[src/rtl/axis_demux_pkg.sv]
// Shared types and constants for the packet-level AXI-Stream demultiplexer.
package axis_demux_pkg;

    typedef enum logic [1:0] {IDLE, ROUTE1, ROUTE2} demux_state_t;

    localparam int PKT_CNT_W = 16;

endpackage

[src/rtl/axis_reg_slice.sv]
// One-deep output register with valid/ready handshake, load strobe and free flag.
module axis_reg_slice #(
    parameter int DATA_W = 8
) (
    input  logic              clk,
    input  logic              rst,
    input  logic              load,
    input  logic [DATA_W-1:0] in_data,
    input  logic              in_last,
    output logic              free,
    output logic              valid,
    input  logic              ready,
    output logic [DATA_W-1:0] data,
    output logic              last
);

    assign free = !valid || ready;

    // Load is only asserted while free, so it safely overrides the drain.
    always_ff @(posedge clk or posedge rst) begin
        if (rst) begin
            valid <= 1'b0;
            data  <= '0;
            last  <= 1'b0;
        end else if (load) begin
            valid <= 1'b1;
            data  <= in_data;
            last  <= in_last;
        end else if (ready) begin
            valid <= 1'b0;
        end
    end

endmodule

[src/rtl/axis_demux.sv]
// One-to-two AXI-Stream packet demultiplexer; destination latched on the first beat.
// Optional per-output packet counters are enabled with AXIS_DEMUX_PKT_CNT_EN.
module axis_demux
    import axis_demux_pkg::*;
#(
    parameter int DATA_W = 8
) (
    input  logic              aclk,
    input  logic              areset,
    input  logic              s_axis_tvalid,
    output logic              s_axis_tready,
    input  logic [DATA_W-1:0] s_axis_tdata,
    input  logic              s_axis_tlast,
    input  logic              s_axis_tdest,
    output logic              m_axis_tvalid1,
    input  logic              m_axis_tready1,
    output logic [DATA_W-1:0] m_axis_tdata1,
    output logic              m_axis_tlast1,
    output logic              m_axis_tvalid2,
    input  logic              m_axis_tready2,
    output logic [DATA_W-1:0] m_axis_tdata2,
`ifdef AXIS_DEMUX_PKT_CNT_EN
    output logic              m_axis_tlast2,
    output logic [PKT_CNT_W-1:0] pkt_cnt1,
    output logic [PKT_CNT_W-1:0] pkt_cnt2
`else
    output logic              m_axis_tlast2
`endif
);

    demux_state_t state;
    logic         free1;
    logic         free2;
    logic         sel2;
    logic         accept;

    // An open packet pins the destination; only IDLE follows the live tdest.
    always_comb begin
        sel2 = s_axis_tdest;
        if (state == ROUTE1) sel2 = 1'b0;
        if (state == ROUTE2) sel2 = 1'b1;
    end

    assign s_axis_tready = !areset && (sel2 ? free2 : free1);
    assign accept        = s_axis_tvalid && s_axis_tready;

    always_ff @(posedge aclk or posedge areset) begin
        if (areset) begin
            state <= IDLE;
        end else if (accept) begin
            case (state)
                IDLE:    if (!s_axis_tlast) state <= s_axis_tdest ? ROUTE2 : ROUTE1;
                default: if (s_axis_tlast) state <= IDLE;
            endcase
        end
    end

    axis_reg_slice #(.DATA_W(DATA_W)) u_out1 (
        .clk     (aclk),
        .rst     (areset),
        .load    (accept && !sel2),
        .in_data (s_axis_tdata),
        .in_last (s_axis_tlast),
        .free    (free1),
        .valid   (m_axis_tvalid1),
        .ready   (m_axis_tready1),
        .data    (m_axis_tdata1),
        .last    (m_axis_tlast1)
    );

    axis_reg_slice #(.DATA_W(DATA_W)) u_out2 (
        .clk     (aclk),
        .rst     (areset),
        .load    (accept && sel2),
        .in_data (s_axis_tdata),
        .in_last (s_axis_tlast),
        .free    (free2),
        .valid   (m_axis_tvalid2),
        .ready   (m_axis_tready2),
        .data    (m_axis_tdata2),
        .last    (m_axis_tlast2)
    );

`ifdef AXIS_DEMUX_PKT_CNT_EN
    always_ff @(posedge aclk or posedge areset) begin
        if (areset) begin
            pkt_cnt1 <= '0;
            pkt_cnt2 <= '0;
        end else begin
            if (m_axis_tvalid1 && m_axis_tready1 && m_axis_tlast1)
                pkt_cnt1 <= pkt_cnt1 + PKT_CNT_W'(1);
            if (m_axis_tvalid2 && m_axis_tready2 && m_axis_tlast2)
                pkt_cnt2 <= pkt_cnt2 + PKT_CNT_W'(1);
        end
    end
`endif

endmodule

[config.mk]
export PLATFORM = sky130hd
export DESIGN_NAME = axis_demux
export DESIGN_NICKNAME = d
export VERILOG_FILES = /design/src/rtl/axis_demux_pkg.sv /design/src/rtl/axis_reg_slice.sv /design/src/rtl/axis_demux.sv
export SDC_FILE = /design/constraint.sdc
export NUM_CORES = 1
export LEC_CHECK = 0
export CORE_MARGIN = 2
export CORE_UTILIZATION = 40
export CTS_BUF_LIST = sky130_fd_sc_hd__clkbuf_4 sky130_fd_sc_hd__clkbuf_8
export DETAILED_ROUTE_END_ITERATION = 10
export GPL_TIMING_DRIVEN = 0
export PLACE_DENSITY_LB_ADDON = 0.05
export SLEW_MARGIN = 40
export SYNTH_ARGS = -nofsm -noshare
export SYNTH_HDL_FRONTEND = slang
export SYNTH_SLANG_ARGS = --single-unit
[constraint.sdc]
create_clock -name aclk -period 2.2 [get_ports aclk]
set_input_delay 0.33 -clock aclk [delete_from_list [all_inputs] [get_ports aclk]]
set_output_delay 0.33 -clock aclk [all_outputs]
set_load 0.02 [all_outputs]
# [Word level (Yosys, flattened, before mapping)]
# Cells that the tools add are included.
# Widths: inputs -> output; s select.
[op_classes] reduce_logical=15 mux=11 eq_ne=3
[op_table] operator="$mux 2" n=4
[op_table] operator="$mux 1" n=7
[op_table] operator="$reduce_bool 2->1" n=3
[op_table] operator="$logic_and 1x1->1" n=4
[op_table] operator="$logic_not 1->1" n=4
[op_table] operator="$reduce_and 3->1" n=1
[op_table] operator="$eq 2x1->1 const B" n=1
[op_table] operator="$eq 2x2->1 const B" n=1
[op_table] operator="$logic_not 2->1" n=1
[op_table] operator="$logic_or 1x1->1" n=2
[op_table] operator="$ne 2x2->1 const B" n=1
[totals] regBits=22 inputBits=15 wordCells=36

# [Logic depth before layout (Yosys ltp)]
[depth] word_depth=8 depth_mapped=4

# [Cells and area by module]
# A second synthesis with hierarchy kept.
[hier_totals] cells_unflattened=66 hier_area_um2=984.7
[modules_own_cells] mod="axis_reg_slice" area_each_um2=412.9 cells_per_inst=23 seq_area_each_um2=250.2 instances=2
[modules_own_cells] mod="axis_demux" area_each_um2=158.9 cells_per_inst=20 seq_area_each_um2=50.0 instances=1

# [Worst setup path after synthesis]
# No wires, ideal clock.
[synth_timing] path_type="input port to flip-flop" startpoint="input areset" endpoint="register u_out1.data[0]" path_buffers=0 cell_stages=4 arrival_time_ns=1.736 t_required_ns=2.075 setup_slack_ns=0.339 path_cell_list="inv_1 > nand2_1 > nor3_4 > mux2_2"
[synth_between] elab_chain_len=4
[synth_lines] item="start: declaration" line="axis_demux.sv:9" rtl="input logic areset,"
[synth_lines] item="$logic_not 1->1 (no line)"
[synth_lines] item="$logic_and 1x1->1" line="axis_demux.sv:44" rtl="assign s_axis_tready = !areset && (sel2 ? free2 : free1);"
[synth_lines] item="$logic_and 1x1->1" line="axis_demux.sv:45" rtl="assign accept = s_axis_tvalid && s_axis_tready;"
[synth_lines] item="$logic_and 1x1->1" line="axis_demux.sv:61" rtl=".load (accept && !sel2),"
[synth_lines] item="end signal: assignment" line="axis_reg_slice.sv:27" rtl="data <= in_data;"
[synth_lines] item="end: declaration" line="axis_reg_slice.sv:13" rtl="output logic [DATA_W-1:0] data,"
# Every way passes these cells.
# A chain may end at the register's enable or synchronous reset.

# [Final worst setup path]
[layout_timing] startpoint="input s_axis_tdest" endpoint="output s_axis_tready"
[layout_between] elab_chain_len=4
[layout_lines] item="start: declaration" line="axis_demux.sv:14" rtl="input logic s_axis_tdest,"
[layout_lines] item="$mux 1" line="axis_demux.sv:40" rtl="if (state == ROUTE1) sel2 = 1'b0;"
[layout_lines] item="$mux 1" line="axis_demux.sv:41" rtl="if (state == ROUTE2) sel2 = 1'b1;"
[layout_lines] item="$mux 1" line="axis_demux.sv:44"
[layout_lines] item="$logic_and 1x1->1" line="axis_demux.sv:44"
[layout_lines] item="end: declaration" line="axis_demux.sv:11" rtl="output logic s_axis_tready,"
# Every way passes these cells.

==> results.cfg <==
[global_route]
antenna_found_initial = 0
grt_max_degree = 24
grt_use_total_pct = 14.9
first_global_vias = 658
grt_pass1_wl_um = 2850
overflow = 0

[power_and_ir_drop]
leakage_nw = 0.541
p_per_area_nw_per_um2 = 1190
power.total_mw = 1.56
ir_worst_vdd_uv = 754

[final_layout]
layout.nets = 117
mostFrequentLayoutCells = 34 x clkdlybuf4s50_1, 22 x dfrtp_1, 18 x mux2_2, 4 x nand2_1, 3 x clkbuf_4
final_common_cell = clkdlybuf4s50_1
utilization_pct = 60.4
stdcell_count = 128
layout-drive-gt1-share_pct = 26.0
diodes = 0
syn_to_final_growth_pct = 45.6

[clock_network]
ctsHoldBuffers = 0
cts_buffers = 3
clk_pin_slew_ns = 0.11
h-tree-depth = 1
cts_tree = yes
cts_max_path_buffers = 2
cts_setup_buffers = 0
worstSkewPairLatency_ns = 0.29
clock_sinks = 22
clockRootBuffer = clkbuf_4

[timing]
rsz0062_at_grt = no
relSlewSlack_pct = 65.4
setup_ws_ns = 0.0390
period_minus_slack_ns = 2.16
tightest_slew_ns = 0.517
timing.fmax_mhz = 463
setup_violations = 0
layout_worst_path_cycle_share_pct = 98.2
slew_violations = 0
clock_skew_ns = 0.00107
hold_ws_ns = 0.383
hold_viol_final = 0

[critical_path]
max_stage_delay_ns = 0.47
cp.required_ns = 1.87
crit_path_top_delay_cell = clkdlybuf4s50_1
worstPathCellList = clkdlybuf4s50_1 > maj3_2 > and3b_1 > nor3_1 > clkdlybuf4s15_2
worst_ep_arrival_time_ns = 1.83
start_kind = primary input
path_max_fanout = 5
crit_type = in -> out
critPathCaptureType = output pin

[drt]
via_count = 640
dr.pass1.iters = 4
drt_wl_total_um = 1760
drt_iter0_drc = 4
wl_per_cell_um = 13.8
ant_nets = 0
via_per_inst = 5.00
post-route-drc-count = 0

[synthesis]
yosysSeqAreaShare_pct = 61.1
syn_nets = 77
synth_area_per_cell_um2 = 14.5
ys_seq_elements = 22
ys_warn_count = 0
syn_inst = 62
synth_cell_types = 16
synth.cell_area_um2 = 901

[min_path]
hold_path.class = in -> async

[job]
cap_violations = 0

[place]
gp_congestion = 0.735
io_buffers = 35
place_inst = 125
dpl.hpwl_um = 1320
pre_cts_slack_ns = -0.307

[floorplan]
placementRows = 17
core_area_um2 = 2170
die_h_um = 51.5
ios = 36
start_util_pct = 41.5
dieArea_um2 = 2650
die_w_um = 51.5

[run_status]
status = complete, no violations
metrics by stage:
stage / area, um2 / TNS (ns)
final: 1310 / 0
after global routing: 1310 / 0
after CTS: 1310 / 0
after detailed placement: 1290 / -2.52
after global placement: 1290 / -5.16
after floorplan: 901 / 0
final cells by class:
| cell class | count | area [um2] |
|---|---|---|
| multi-input cells | 38 | 343 |
| clock buffers | 3 | 22.5 |
| inverters | 2 | 8.76 |
| well taps | 28 | 35.0 |
| repair buffers | 35 | 352 |
| fillers | 191 | 858 |
| flip-flops and latches | 22 | 551 |
flip-flops by register name, summed over array words and instances (netlist names):
name          flops
state             2
u_out1.data       8
u_out1.last       1
u_out1.valid      1
u_out2.data       8
u_out2.last       1
u_out2.valid      1
synth_stat cells (all sizes together):
library cell,count,area share [%]
dfrtp,22,61
nor3,3,2.9
nor2b,2,1.4
nand3,1,1.1
maj3,1,1.2
inv,2,0.83
mux2,18,22
nor4b,1,0.97
o32a,2,2.2
and3b,1,0.97
o21ai,1,0.56
nor2,1,0.42
nor4,1,0.69
nand2,4,1.7
nand2b,2,1.4
power by group:
part           internal, mW  leakage, nW  switching (mW)
Sequential            0.562        0.263          0.0844
Combinational         0.407        0.264           0.337
Clock                0.0637       0.0138           0.107
Total                  1.03        0.541           0.529
kinds of logic (layout without fill, tap and decap cells):
family	after synthesis	in the layout	synth area share, %
simple gates	16	16	11.5
compound gates	3	3	2.78
fa+ha+maj	1	1	1.25
mux	18	18	22.5
flops	22	22	61.1
buf+inv	2	40	0.834
critical path: cells and delay by family:
family,cells,cell delay (ns)
buf+inv,2,0.75
simple gates,2,0.36
fa+ha+maj,1,0.39
path summary, 6_finish.rpt:
check                                      startpoint                         end  slack, ns  cells past startpoint
setup / recovery                         s_axis_tdest               s_axis_tready       0.04                      5
hold reg to reg            u_out2.data[4]$_DFFE_PP0P_  u_out2.data[4]$_DFFE_PP0P_       0.51                      1
hold / removal                                 areset    u_out1.valid$_DFFE_PP0P_       0.38                      2
max in group asynchronous                      areset     u_out1.last$_DFFE_PP0P_       1.56                      2
setup reg to reg                 state[0]$_DFFE_PP0P_  u_out1.data[2]$_DFFE_PP0P_       0.39                      4
min in group aclk          u_out2.data[4]$_DFFE_PP0P_  u_out2.data[4]$_DFFE_PP0P_       0.51                      1
per-layer routing:
layer	vias to the layer above	routed length [um]	share of wire, %	track usage (%)
met5	-	0	0	0
li1	302	-	-	-
met4	0	16	0.91	7.89
met1	318	764	43	17.8
met3	2	90	5.1	4.09
met2	18	893	51	24.4
timing repair:
action                                  4_1_cts  5_1_grt
pin swaps                                     0        1
resized for setup                             4        1
endpoints found under the setup margin        1       10
No activity file was read; power rests on OpenSTA's default activity.
